$ cat src/rtl/queue_occupancy_counter.sv
// Debounces entrance/exit photocells into a bounded people count, registers the
// teller switches, and pulses rom_enable whenever the ROM address inputs change.
module queue_occupancy_counter #(
    parameter int DEB_CYCLES = 4,
    parameter int MAX_PEOPLE = 7
) (
    input  logic       clk,
    input  logic       rst_n,
    input  logic       front_sensor,
    input  logic       back_sensor,
    input  logic [1:0] tcount_in,
    output logic [2:0] pcount,
    output logic [1:0] tcount,
    output logic       rom_enable,
    output logic       full,
    output logic       empty,
    output logic       reject
);

    localparam logic [3:0] DEB_LAST = 4'(DEB_CYCLES - 1);
    localparam logic [2:0] MAX_P    = 3'(MAX_PEOPLE);

    // Index 0 is the entrance sensor, index 1 the exit sensor.
    logic [1:0] raw;
    logic [1:0] sync1;
    logic [1:0] sync2;
    logic [1:0] st;
    logic [1:0] st_d;
    logic [1:0] tsync1;
    logic [1:0] tsync2;
    logic       init_done;

    assign raw = {back_sensor, front_sensor};

    for (genvar i = 0; i < 2; i++) begin : g_deb
        logic [3:0] cnt;

        always_ff @(posedge clk) begin
            if (!rst_n) begin
                sync1[i] <= 1'b0;
                sync2[i] <= 1'b0;
                st[i]    <= 1'b0;
                st_d[i]  <= 1'b0;
                cnt      <= 4'd0;
            end else begin
                sync1[i] <= raw[i];
                sync2[i] <= sync1[i];
                st_d[i]  <= st[i];
                if (sync2[i] == st[i]) begin
                    cnt <= 4'd0;
                end else if (cnt < DEB_LAST) begin
                    cnt <= cnt + 4'd1;
                end else begin
                    st[i] <= sync2[i];
                    cnt   <= 4'd0;
                end
            end
        end
    end

    logic       enter_evt;
    logic       exit_evt;
    logic [2:0] pcount_nxt;
    logic       reject_nxt;

    assign enter_evt = st[0] & ~st_d[0];
    assign exit_evt  = st[1] & ~st_d[1];

    // Simultaneous entry and exit cancel out with no reject, even at the bounds.
    always_comb begin
        pcount_nxt = pcount;
        reject_nxt = 1'b0;
        if (enter_evt && !exit_evt) begin
            if (pcount < MAX_P) pcount_nxt = pcount + 3'd1;
            else                reject_nxt = 1'b1;
        end else if (exit_evt && !enter_evt) begin
            if (pcount != 3'd0 && tcount != 2'd0) pcount_nxt = pcount - 3'd1;
            else                                   reject_nxt = 1'b1;
        end
    end

    always_ff @(posedge clk) begin
        if (!rst_n) begin
            tsync1     <= 2'd0;
            tsync2     <= 2'd0;
            tcount     <= 2'd0;
            pcount     <= 3'd0;
            full       <= 1'b0;
            empty      <= 1'b1;
            reject     <= 1'b0;
            rom_enable <= 1'b0;
            init_done  <= 1'b0;
        end else begin
            tsync1     <= tcount_in;
            tsync2     <= tsync1;
            tcount     <= tsync2;
            pcount     <= pcount_nxt;
            full       <= (pcount_nxt == MAX_P);
            empty      <= (pcount_nxt == 3'd0);
            reject     <= reject_nxt;
            // First edge out of reset forces a ROM load so Wtime is valid.
            rom_enable <= !init_done || (pcount_nxt != pcount) || (tsync2 != tcount);
            init_done  <= 1'b1;
        end
    end

endmodule
$ cat config.mk
export PLATFORM = sky130hd
export DESIGN_NAME = queue_occupancy_counter
export DESIGN_NICKNAME = d
export VERILOG_FILES = /design/src/rtl/queue_occupancy_counter.sv
export SDC_FILE = /design/constraint.sdc
export NUM_CORES = 1
export LEC_CHECK = 0
export ABC_CLOCK_PERIOD_IN_PS = 2300
export CELL_PAD_IN_SITES_DETAIL_PLACEMENT = 1
export CELL_PAD_IN_SITES_GLOBAL_PLACEMENT = 2
export CORE_ASPECT_RATIO = 1.75
export CORE_MARGIN = 5
export CORE_UTILIZATION = 33
export CTS_CLUSTER_SIZE = 12
export DETAILED_ROUTE_END_ITERATION = 16
export PLACE_DENSITY_LB_ADDON = 0.25
export SLEW_MARGIN = 20
export SYNTH_ARGS = -nofsm -noshare
export SYNTH_HDL_FRONTEND = slang
export SYNTH_SLANG_ARGS = --single-unit
$ cat constraint.sdc
create_clock -name clk -period 2.3 [get_ports clk]
set_clock_uncertainty 0.2 [all_clocks]
set_input_delay 0.46 -clock clk [delete_from_list [all_inputs] [get_ports clk]]
set_output_delay 0.46 -clock clk [all_outputs]
set_load 0.05 [all_outputs]
After elaboration in Yosys (flattened, before gate mapping)
Cells that the tools add are included.

Register bits after elaboration: 30. Bits in latches: 0. RAM bits: 0. Memory bits (read-only): 0. Memories kept: 0.

Add/sub/neg operators: 4. Multipliers: 0. Divide/modulo/power cells: 0. Magnitude comparators: 3. Equality and inequality tests: 5. Shifts and indexed selects: 0. Multiplexer cells: 9. Bitwise gates (word level): 9. Reduce and logical (&&, ||, !) cells: 15.

Operators by type and width (number): $mux W3 (4); $add A4 B1 Y4 const B (2); $lt A4 B2 Y1 const B (2); $not A1 Y1 (7); $reduce_or A3 Y1 (2); $mux W1 (5); $reduce_and A2 Y1 (2); $add A3 B1 Y3 const B (1); $eq A3 B3 Y1 const B (1); $logic_and A1 B1 Y1 (3); $logic_not A1 Y1 (3); $logic_not A3 Y1 (1); $lt A3 B3 Y1 const B (1); $ne A3 B3 Y1 (1); $reduce_bool A3 Y1 (1); $sub A3 B1 Y3 const B (1); $and A1 B1 Y1 (2); $eq A1 B1 Y1 (2); $logic_or A1 B1 Y1 (2); $ne A2 B2 Y1 (1); $reduce_bool A2 Y1 (1).

Longest topological paths before layout
Gate-level depths: netlist of the first run.

Word-level depth: 9. Depth in mapped cells: 8. Depth with buffers taken out: 8.

Least setup slack after synthesis of the first run
Ideal clock, no wire load.

Path type: flip-flop to flip-flop. Start: register pcount[0]. End: register empty. Setup time: 0.131 ns. Data arrival time: 2.190 ns. Setup slack: -0.221 ns. Cell stages (with the launch flop): 9. Buffers on the path: 0. Cell sequence: dfxtp_1 -> inv_1 -> ha_1 -> nor2b_2 -> nor4_4 -> nand3_1 -> a221o_1 -> inv_1 -> a31oi_1.

Cells in the longest elaborated chain, start to end: 6. Elaborated cells between the ends (all ways): 10. Classes of those cells: 2 x add/sub; 1 x order compare; 4 x mux; 3 x reduce/logical.

RTL lines: from (decl) (line 12) `output logic [2:0] pcount,`; from (signal assigned) (line 97) `pcount <= pcount_nxt;`; branches (longest 4 deep; another with $sub A3 B1 Y3); $mux W3 * (line 73) `if (enter_evt && !exit_evt) begin`; $logic_not A3 Y1 * (line 99) `empty <= (pcount_nxt == 3'd0);`; to (signal assigned) (line 99); to (decl) (line 16) `output logic empty,`.

Mark *: on every way between the ends. A chain may end at the register's enable or synchronous reset.

Worst setup path in the final report of the first run
Start: register pcount[0]. End: output port pcount[0].

No word-level cell between the ends.

==> flow_results.org, run 1 <==
** Outcome
- Result of the run :: complete, no violations

** Detailed routing
- In the routed design, unresolved DRC markers number 0.
- Iter 0 DRT Violations :: 7
- For this block, the routed nets add up to 2110 um of wire.
- The first detailed-routing pass took 2 iterations.
- Routed wire per std cell :: 12.1 um
- Total vias in the final route :: 833
- The detail route stage leaves a number of antenna-violating nets equal to 0.
- In the routed layout, each cell is associated on average with a via count of 4.79.

** Clock tree
- Clock-pin slew was measured on the worst setup and hold paths at 0.06 ns.
- For the worst-skew pair, the clock arrives at the later sink with an insertion delay of 0.27 ns.
- In this run the post-CTS setup repair buffer count came out at 0.
- Number of clock sinks seen by CTS :: 30
- PostCTS Resize Cnt :: 0
- TritonCTS built the clock tree.
- Clock tree synthesis inserted a total of 5 buffers.
- The H-tree generated during clock tree synthesis spans 2 levels.
- Number of buffers inserted by hold repair at cts :: 0
- Maximum number of buffers from clock root to sink :: 2
- Cell at the root of the clock tree :: clkbuf_8

** Global route
- Number of antenna violations at the first check in global routing :: 0
- Entering global routing, the biggest net connects 17 pins.
- Remaining Overflow, GRT :: 0
- The first global-routing pass estimated 3580 um of wire.
- The number of global-route vias before repair came to 874.
- All-layer global routing usage :: 0.107

** Finish
- Most common library cell in the layout ignoring fill and taps :: dfxtp_1
- Measured on the finished design, the core utilization comes to 0.436.
- Fill count :: 386
- Signed area change from the synthesized netlist to the final layout :: 26.0%
- Post-route insts no fill :: 174
- In the layout the commonest cells are dfxtp_1, nor2_1, clkdlybuf4s50_1.
- 0 antenna diodes ended up in the layout.
- Share of cells above drive strength 1 :: 0.115
- Fin nets :: 142

** STA
- Tcrit/Tclk final :: 0.931
- Static timing analysis puts the maximum clock frequency at 467 MHz.
- Setup violations remaining at the end of the flow were counted as 0.
- The final-report max-slew violation count is 0.
- For the pin with the worst max-slew slack, the measured transition is 0.504 ns.
- Worst relative slew slack :: 0.663
- Hold violation total from the final report :: 0
- Setup repair after global routing missed its margin :: no
- Final critical delay including setup and external delays :: 2.14 ns
- Total Neg Setup Slack :: 0 ns

** Synthesis
- Synthesis produced a netlist whose cell count is 107.
- Average footprint of a synthesized cell :: 10.3 sq um
- Share of the yosys chip area belonging to registers :: 0.547
- Synthesized flop and latch total :: 30
- Main area contributors after synthesis :: dfxtp_1, and2_1, ha_1
- The Yosys step of the flow raised 0 warnings.
- Synthesized cell area :: 1100 sq um
- Summed over all instances, the cell type with the most area after synthesis is dfxtp_1.
- Area share of the leading cell type in the synthesized netlist :: 0.547
- Count of cell types in the netlist :: 29

** Place
- Placer's final routability congestion estimate :: 0.742
- PortBufs :: 14
- Dpl cells :: 167
- The wire-length estimate of the detail-placed layout is 1670 um.

** Power and ir drop
- Post-layout total power :: 1.00 mW
- The analysis attributes to cell leakage a power of 0.566 nW.
- Highest ir drop seen on vdd :: 0.371 mV
- Cell Pwr Density :: 726 nW/um^2

** Critical path
- Kind of start point of the critical path :: flip-flop
- Cells traversed along the worst timing path :: clkdlybuf4s50_1
- At the worst endpoint, the required time is 1.64 ns.
- Buffering stage count on the worst path with inverters included :: 1
- For this run, the slowest stage of the critical path takes 0.82 ns.
- Broken down by cell family, the worst path's largest delay share belongs to buffers and inverters.
- Along the worst path, the maximum fanout reaches 9.
- The slowest stage of the critical path belongs to the cell clkdlybuf4s50_1.
- The critical path in this run is classified as flip-flop to primary output.
- The worst setup path is captured at a primary output.
- CP Data Arrival Time :: 1.48 ns

** Floorplan
- The core region is 3180 sq um.
- In this run the vertical extent of the chip is 86.3 um.
- During I/O placement, the number of pins put on the boundary was 15.
- The floorplan has 27 rows.
- Horizontal die dimension :: 53.6 um
- Initial Utilization :: 0.346
- The die covers 4630 sq um.

** Hold path
- The min-delay analysis places its worst path in the category flip-flop to flip-flop.

** Job
- The tool flagged a number of max-cap violations equal to 0.
## synthesized netlist by cell type, drive strengths merged
| master | count |
|---|---|
| nand4 | 1 |
| and2b | 1 |
| a32o | 1 |
| and3 | 2 |
| o211ai | 1 |
| nor4 | 1 |
| a21oi | 2 |
| nor2 | 13 |
| nor3 | 6 |
| nand2 | 3 |
| dfxtp | 30 |
| nand3 | 3 |
| a221o | 2 |
| a31oi | 1 |
| ha | 5 |
| a41oi | 1 |
| nor2b | 2 |
| inv | 7 |
| mux2i | 3 |
| conb | 1 |
| and2 | 12 |
| xor2 | 2 |
| clkbuf | 1 |
| o21ai | 2 |
| nand2b | 2 |
| xnor2 | 2 |
## flip-flops by register name, summed over array words and instances, names as in the netlist
register	cells
empty	1
full	1
g_deb.cnt	8
init_done	1
pcount	3
reject	1
rom_enable	1
st	2
st_d	2
sync1	2
sync2	2
tcount	2
tsync1	2
tsync2	2
## kinds of logic (layout without fill, tap and decap cells)
kind of cell / Yosys count / in the layout / synth area share
AOI/OAI and AO/OA: 10 / 10 / 0.0672
and+or+nand+nor: 46 / 46 / 0.239
adders and majority gates: 5 / 5 / 0.0569
muxes: 3 / 3 / 0.0273
other: 1 / 4 / 0.00341
xor gates and xnor gates: 4 / 4 / 0.0319
buffers and inverters: 8 / 29 / 0.0273
DFF: 30 / 30 / 0.547
## layer usage
layer	share of wire	GRT usage	vias to the layer above
met5	0	0	-
met4	0.034	0.0884	0
met3	0.034	0.0310	7
met2	0.56	0.193	15
met1	0.37	0.0896	412
li1	-	-	399
## where the power goes
group	switching, mW	internal, mW	total (mW)
clock	0.167	0.207	0.374
sequential	0.00939	0.539	0.548
combinational	0.0471	0.0345	0.0816
## final timing paths
kind | cells past startpoint | endpoint | start | slack (ns)
worst max-delay path | 1 | pcount[0] | pcount[0] | 0.16
worst min-delay path | 1 | g_deb[0].cnt[0] | g_deb[0].cnt[0] | 0.23
worst max register to register | 7 | full | pcount[0] | 0.18
worst min register to register | 1 | g_deb[0].cnt[0] | g_deb[0].cnt[0] | 0.23
## area by class of cell
cell class | instances | area, sq um | area share
inverters | 7 | 26.3 | 0.0190
well taps | 43 | 53.8 | 0.0389
clock buffers | 7 | 76.3 | 0.0552
flip-flops and latches | 30 | 603 | 0.436
multi-input cells | 72 | 479 | 0.346
repair buffers | 15 | 145 | 0.105
## through the flow
stage	cell area, sq um	worst slack [ns]	hold slack [ns]
5_1_grt	1380	0.0176	0.244
6_report	1380	0.158	0.227
4_1_cts	1380	0.0468	0.230
3_5_place_dp	1310	0.0707	0.222
3_3_place_gp	1310	0.127	0.207
2_1_floorplan	1110	0.00936	0.198
No activity file was read; power rests on OpenSTA's default activity.
==> run 2: changes to the inputs <==
--- a/config.mk
+++ b/config.mk
@@ -5,12 +5,12 @@
 export SDC_FILE = /design/constraint.sdc
 export NUM_CORES = 1
 export LEC_CHECK = 0
-export ABC_CLOCK_PERIOD_IN_PS = 2300
+export ABC_CLOCK_PERIOD_IN_PS = 2700
 export CELL_PAD_IN_SITES_DETAIL_PLACEMENT = 1
 export CELL_PAD_IN_SITES_GLOBAL_PLACEMENT = 2
 export CORE_ASPECT_RATIO = 1.75
 export CORE_MARGIN = 5
-export CORE_UTILIZATION = 33
+export CORE_UTILIZATION = 35
 export CTS_CLUSTER_SIZE = 12
 export DETAILED_ROUTE_END_ITERATION = 16
 export PLACE_DENSITY_LB_ADDON = 0.25
==> constraint.sdc (replaced) <==
create_clock -name clk -period 2.7 [get_ports clk]
set_clock_uncertainty 0.2 [all_clocks]
set_input_delay 0.54 -clock clk [delete_from_list [all_inputs] [get_ports clk]]
set_output_delay 0.54 -clock clk [all_outputs]
set_load 0.05 [all_outputs]
==> run 2 against run 1 <==
  * Wire length increased by 1.9%
  * Worst setup slack improved by 0.13 ns
  * First-iteration DRC count increased by 43%
  * Sequential power decreased by 15%
==> flow_results.org, run 2 (synthesized netlist as in run 1, its figures left out) <==
** Outcome
- The flow ran to the end, and the final reports show no timing, DRC or antenna violations.

** Job
- The count of max-cap constraint violations was 0 (unchanged).

** Place
- Dpl cells :: 167 (unchanged)
- The number of buffers added on ports is 14 (unchanged).
- The placer's final routability congestion estimate came to 0.762 (+2.7%).
- HPWL after DPL :: 1690 um (+1.1%)
- Pre-CTS WS :: 0.326 ns (+0.255 ns)
- The cell area reported after detailed placement was 1310 sq um (unchanged).

** Clock tree
- The clock slew at the register clock pins of the worst setup and hold paths was 0.06 ns (about the same).
- TritonCTS built the clock tree.
- Number of buffers inserted by post-CTS setup repair :: 0 (unchanged)
- Number of clock sinks seen by CTS :: 30 (unchanged)
- Worst-Skew Late Latency :: 0.27 ns (about the same)
- The number of gates resized after cts is 0 (unchanged).
- The number of buffers added by the clock tree synthesis step was 5 (unchanged).
- The buffer levels on the longest clock path was 2 (unchanged).
- In this run the clock root is driven by a clkbuf_8.
- Level count of the clock H-tree :: 2 (unchanged)
- Number of buffers inserted by hold repair at cts :: 0 (unchanged)

** Floorplan
- The count of pins on the block boundary was 15 (unchanged).
- Die Outline Area :: 4400 sq um (-4.9%)
- Row Count :: 27 (unchanged)
- Die height :: 84.1 um (-2.6%)
- Standard cell core area :: 3070 sq um (-3.2%)
- The floorplan die width was 52.4 um (-2.4%).
- Initial Utilization :: 0.357 (+0.0114)

** Finish
- The number of fill cells in the layout came to 360 (-6.7%).
- The total non-filler cell area in the finished layout came to 1390 sq um (+0.45%).
- Antenna cells :: 0 (unchanged)
- Signed area change from the synthesized netlist to the final layout :: 26.5%
- Flip-flop count of the largest register, all copies and words added :: 8 (unchanged)
- Commonest non-fill, non-tap cells in the layout :: dfxtp_1, clkdlybuf4s50_1, nor2_1
- Most common library cell in the layout ignoring fill and taps :: dfxtp_1
- The largest registers in the layout are g_deb.cnt (8), pcount (3).
- Register with the highest flop count :: g_deb.cnt
- Post-route insts no fill :: 173 (-0.57%)
- Share of cells above drive strength 1 :: 0.100 (-0.0145)
- Fin nets :: 142 (unchanged)

** STA
- Tightest Pin Transition :: 0.500 ns (-0.00456 ns)
- Worst hold slack across all endpoints :: 0.216 ns (-0.0112 ns)
- Highest clock rate :: 415 MHz
- Setup repair after global routing missed its margin :: no
- The final worst slack is 0.290 ns (+0.132 ns).
- Hold violation total from the final report :: 0 (unchanged)
- Setup violation total in the final timing report :: 0 (unchanged)
- The worst path in the final design needs a cycle of 2.41 ns, including I/O delays and setup.
- Worst relative slew slack :: 0.666 (+0.00305)
- The final-layout setup total negative slack is 0 ns (unchanged).
- Tcrit/Tclk final :: 0.892
- The final-report max-slew violation count was 0 (unchanged).

** Global route
- Wire length of the first global-routing pass :: 3770 um (+5.4%)
- Remaining Overflow, GRT :: 0 (unchanged)
- Number of antenna violations at the first check in global routing :: 0 (unchanged)
- The maximum number of pins on one net before global-route repair is 17 (unchanged).
- The number of global-route vias before repair came to 839 (-4.0%).
- All-layer global routing usage :: 0.118 (+0.0112)

** Detailed routing
- The number of DRC violations after detailed-routing iteration 0 is 10 (+3).
- Remaining antenna violation count after routing :: 0 (unchanged)
- Pre-antenna DRT Iters :: 3 (+1)
- The detailed-route DRC error count is 0 (unchanged).
- The wire length after detailed routing came to 2150 um (+1.9%).
- Total vias in the final route :: 790 (-5.2%)
- Routed wire per std cell :: 12.4 um (+2.5%)
- The per-cell via count in the routed design came to 4.57 (-4.6%).

** Power and ir drop
- Power share of the combinational group :: 0.079 (-0.002)
- The sequential group share of total power is 0.531 (-0.015).
- The worst voltage drop across the vdd grid is 0.442 mV (+19%).
- The relative contribution of the clock network to total power is 0.390 (+0.017).
- The total internal power came to 0.684 mW (-12%).
- The static leakage came to 0.568 nW (+0.32%).
- Switching power summed over all nets :: 0.195 mW (-13%)
- The total power divided by cell area was 632 nW/um^2 (-13%).
- Net switching share of the total power :: 0.222 (-0.000343)

** Critical path
- Data required time of the worst path :: 2.70 ns (+1.06 ns)
- The critical path is of the flip-flop to flip-flop type.
- Type of element capturing the critical path :: flip-flop
- CP Data Arrival Time :: 2.41 ns (+0.93 ns)
- The biggest fanout along the worst timing path was 9 (unchanged).
- STA classifies the critical path startpoint as a flip-flop.

** Hold path
- Class of the tightest hold or removal check :: flip-flop to flip-flop
==> run 2: changes by cell type in the layout (fill, tap and decap cells not counted), sizes merged <==
| cell | change |
|---|---|
| buf | -1 |
| clkbuf | -1 |
| clkdlybuf4s50 | +1 |
==> run 2: power by group through the flow <==
stage                     combinational (mW)  clock [mW]  sequential (mW)
after floorplan                       0.0295           0            0.490
after global placement                0.0688           0            0.475
after detailed placement              0.0709           0            0.477
after CTS                             0.0712       0.356            0.467
after global routing                  0.0773       0.380            0.469
final                                 0.0697       0.343            0.467
==> run 2: worst paths after layout <==
| kind | startpoint | to | slack [ns] | depth (start not counted) |
|---|---|---|---|---|
| worst max-delay path | pcount[0] | full | 0.29 | 7 |
| worst min-delay path | g_deb[1].cnt[0] | g_deb[1].cnt[0] | 0.22 | 1 |
| worst max register to register | pcount[0] | full | 0.29 | 7 |
| worst min register to register | g_deb[1].cnt[0] | g_deb[1].cnt[0] | 0.22 | 1 |
==> run 2: critical path, cell delays in order (launching register included) <==
cell     delay (ns)
dfxtp_1        0.46
inv_1          0.12
ha_1           0.21
nor2b_2        0.17
nor4_4         0.49
nand3_1        0.14
a221o_1        0.37
nor3_2         0.18
==> run 2: cell type report <==
type / count / area, sq um / share of cell area
well taps: 43 / 53.8 / 0.0387
inverters: 7 / 26.3 / 0.0189
repair buffers: 15 / 148 / 0.106
flip-flops and latches: 30 / 601 / 0.432
multi-input cells: 72 / 479 / 0.345
clock buffers: 6 / 82.6 / 0.0594
==> run 2: per-layer routing <==
layer | wire length, um | vias up | track usage
met1 | 803 | 378 | 0.112
met5 | 0 | - | 0
met4 | 51 | 0 | 0.0628
met3 | 69 | 4 | 0.0429
li1 | - | 397 | -
met2 | 1230 | 11 | 0.210
==> run 2: per-stage QoR <==
stage	util	total power, mW
floorplan	-	0.519
global placement	0.425	0.544
detailed placement	0.425	0.547
CTS	0.452	0.894
global route	0.452	0.926
finish	0.452	0.879
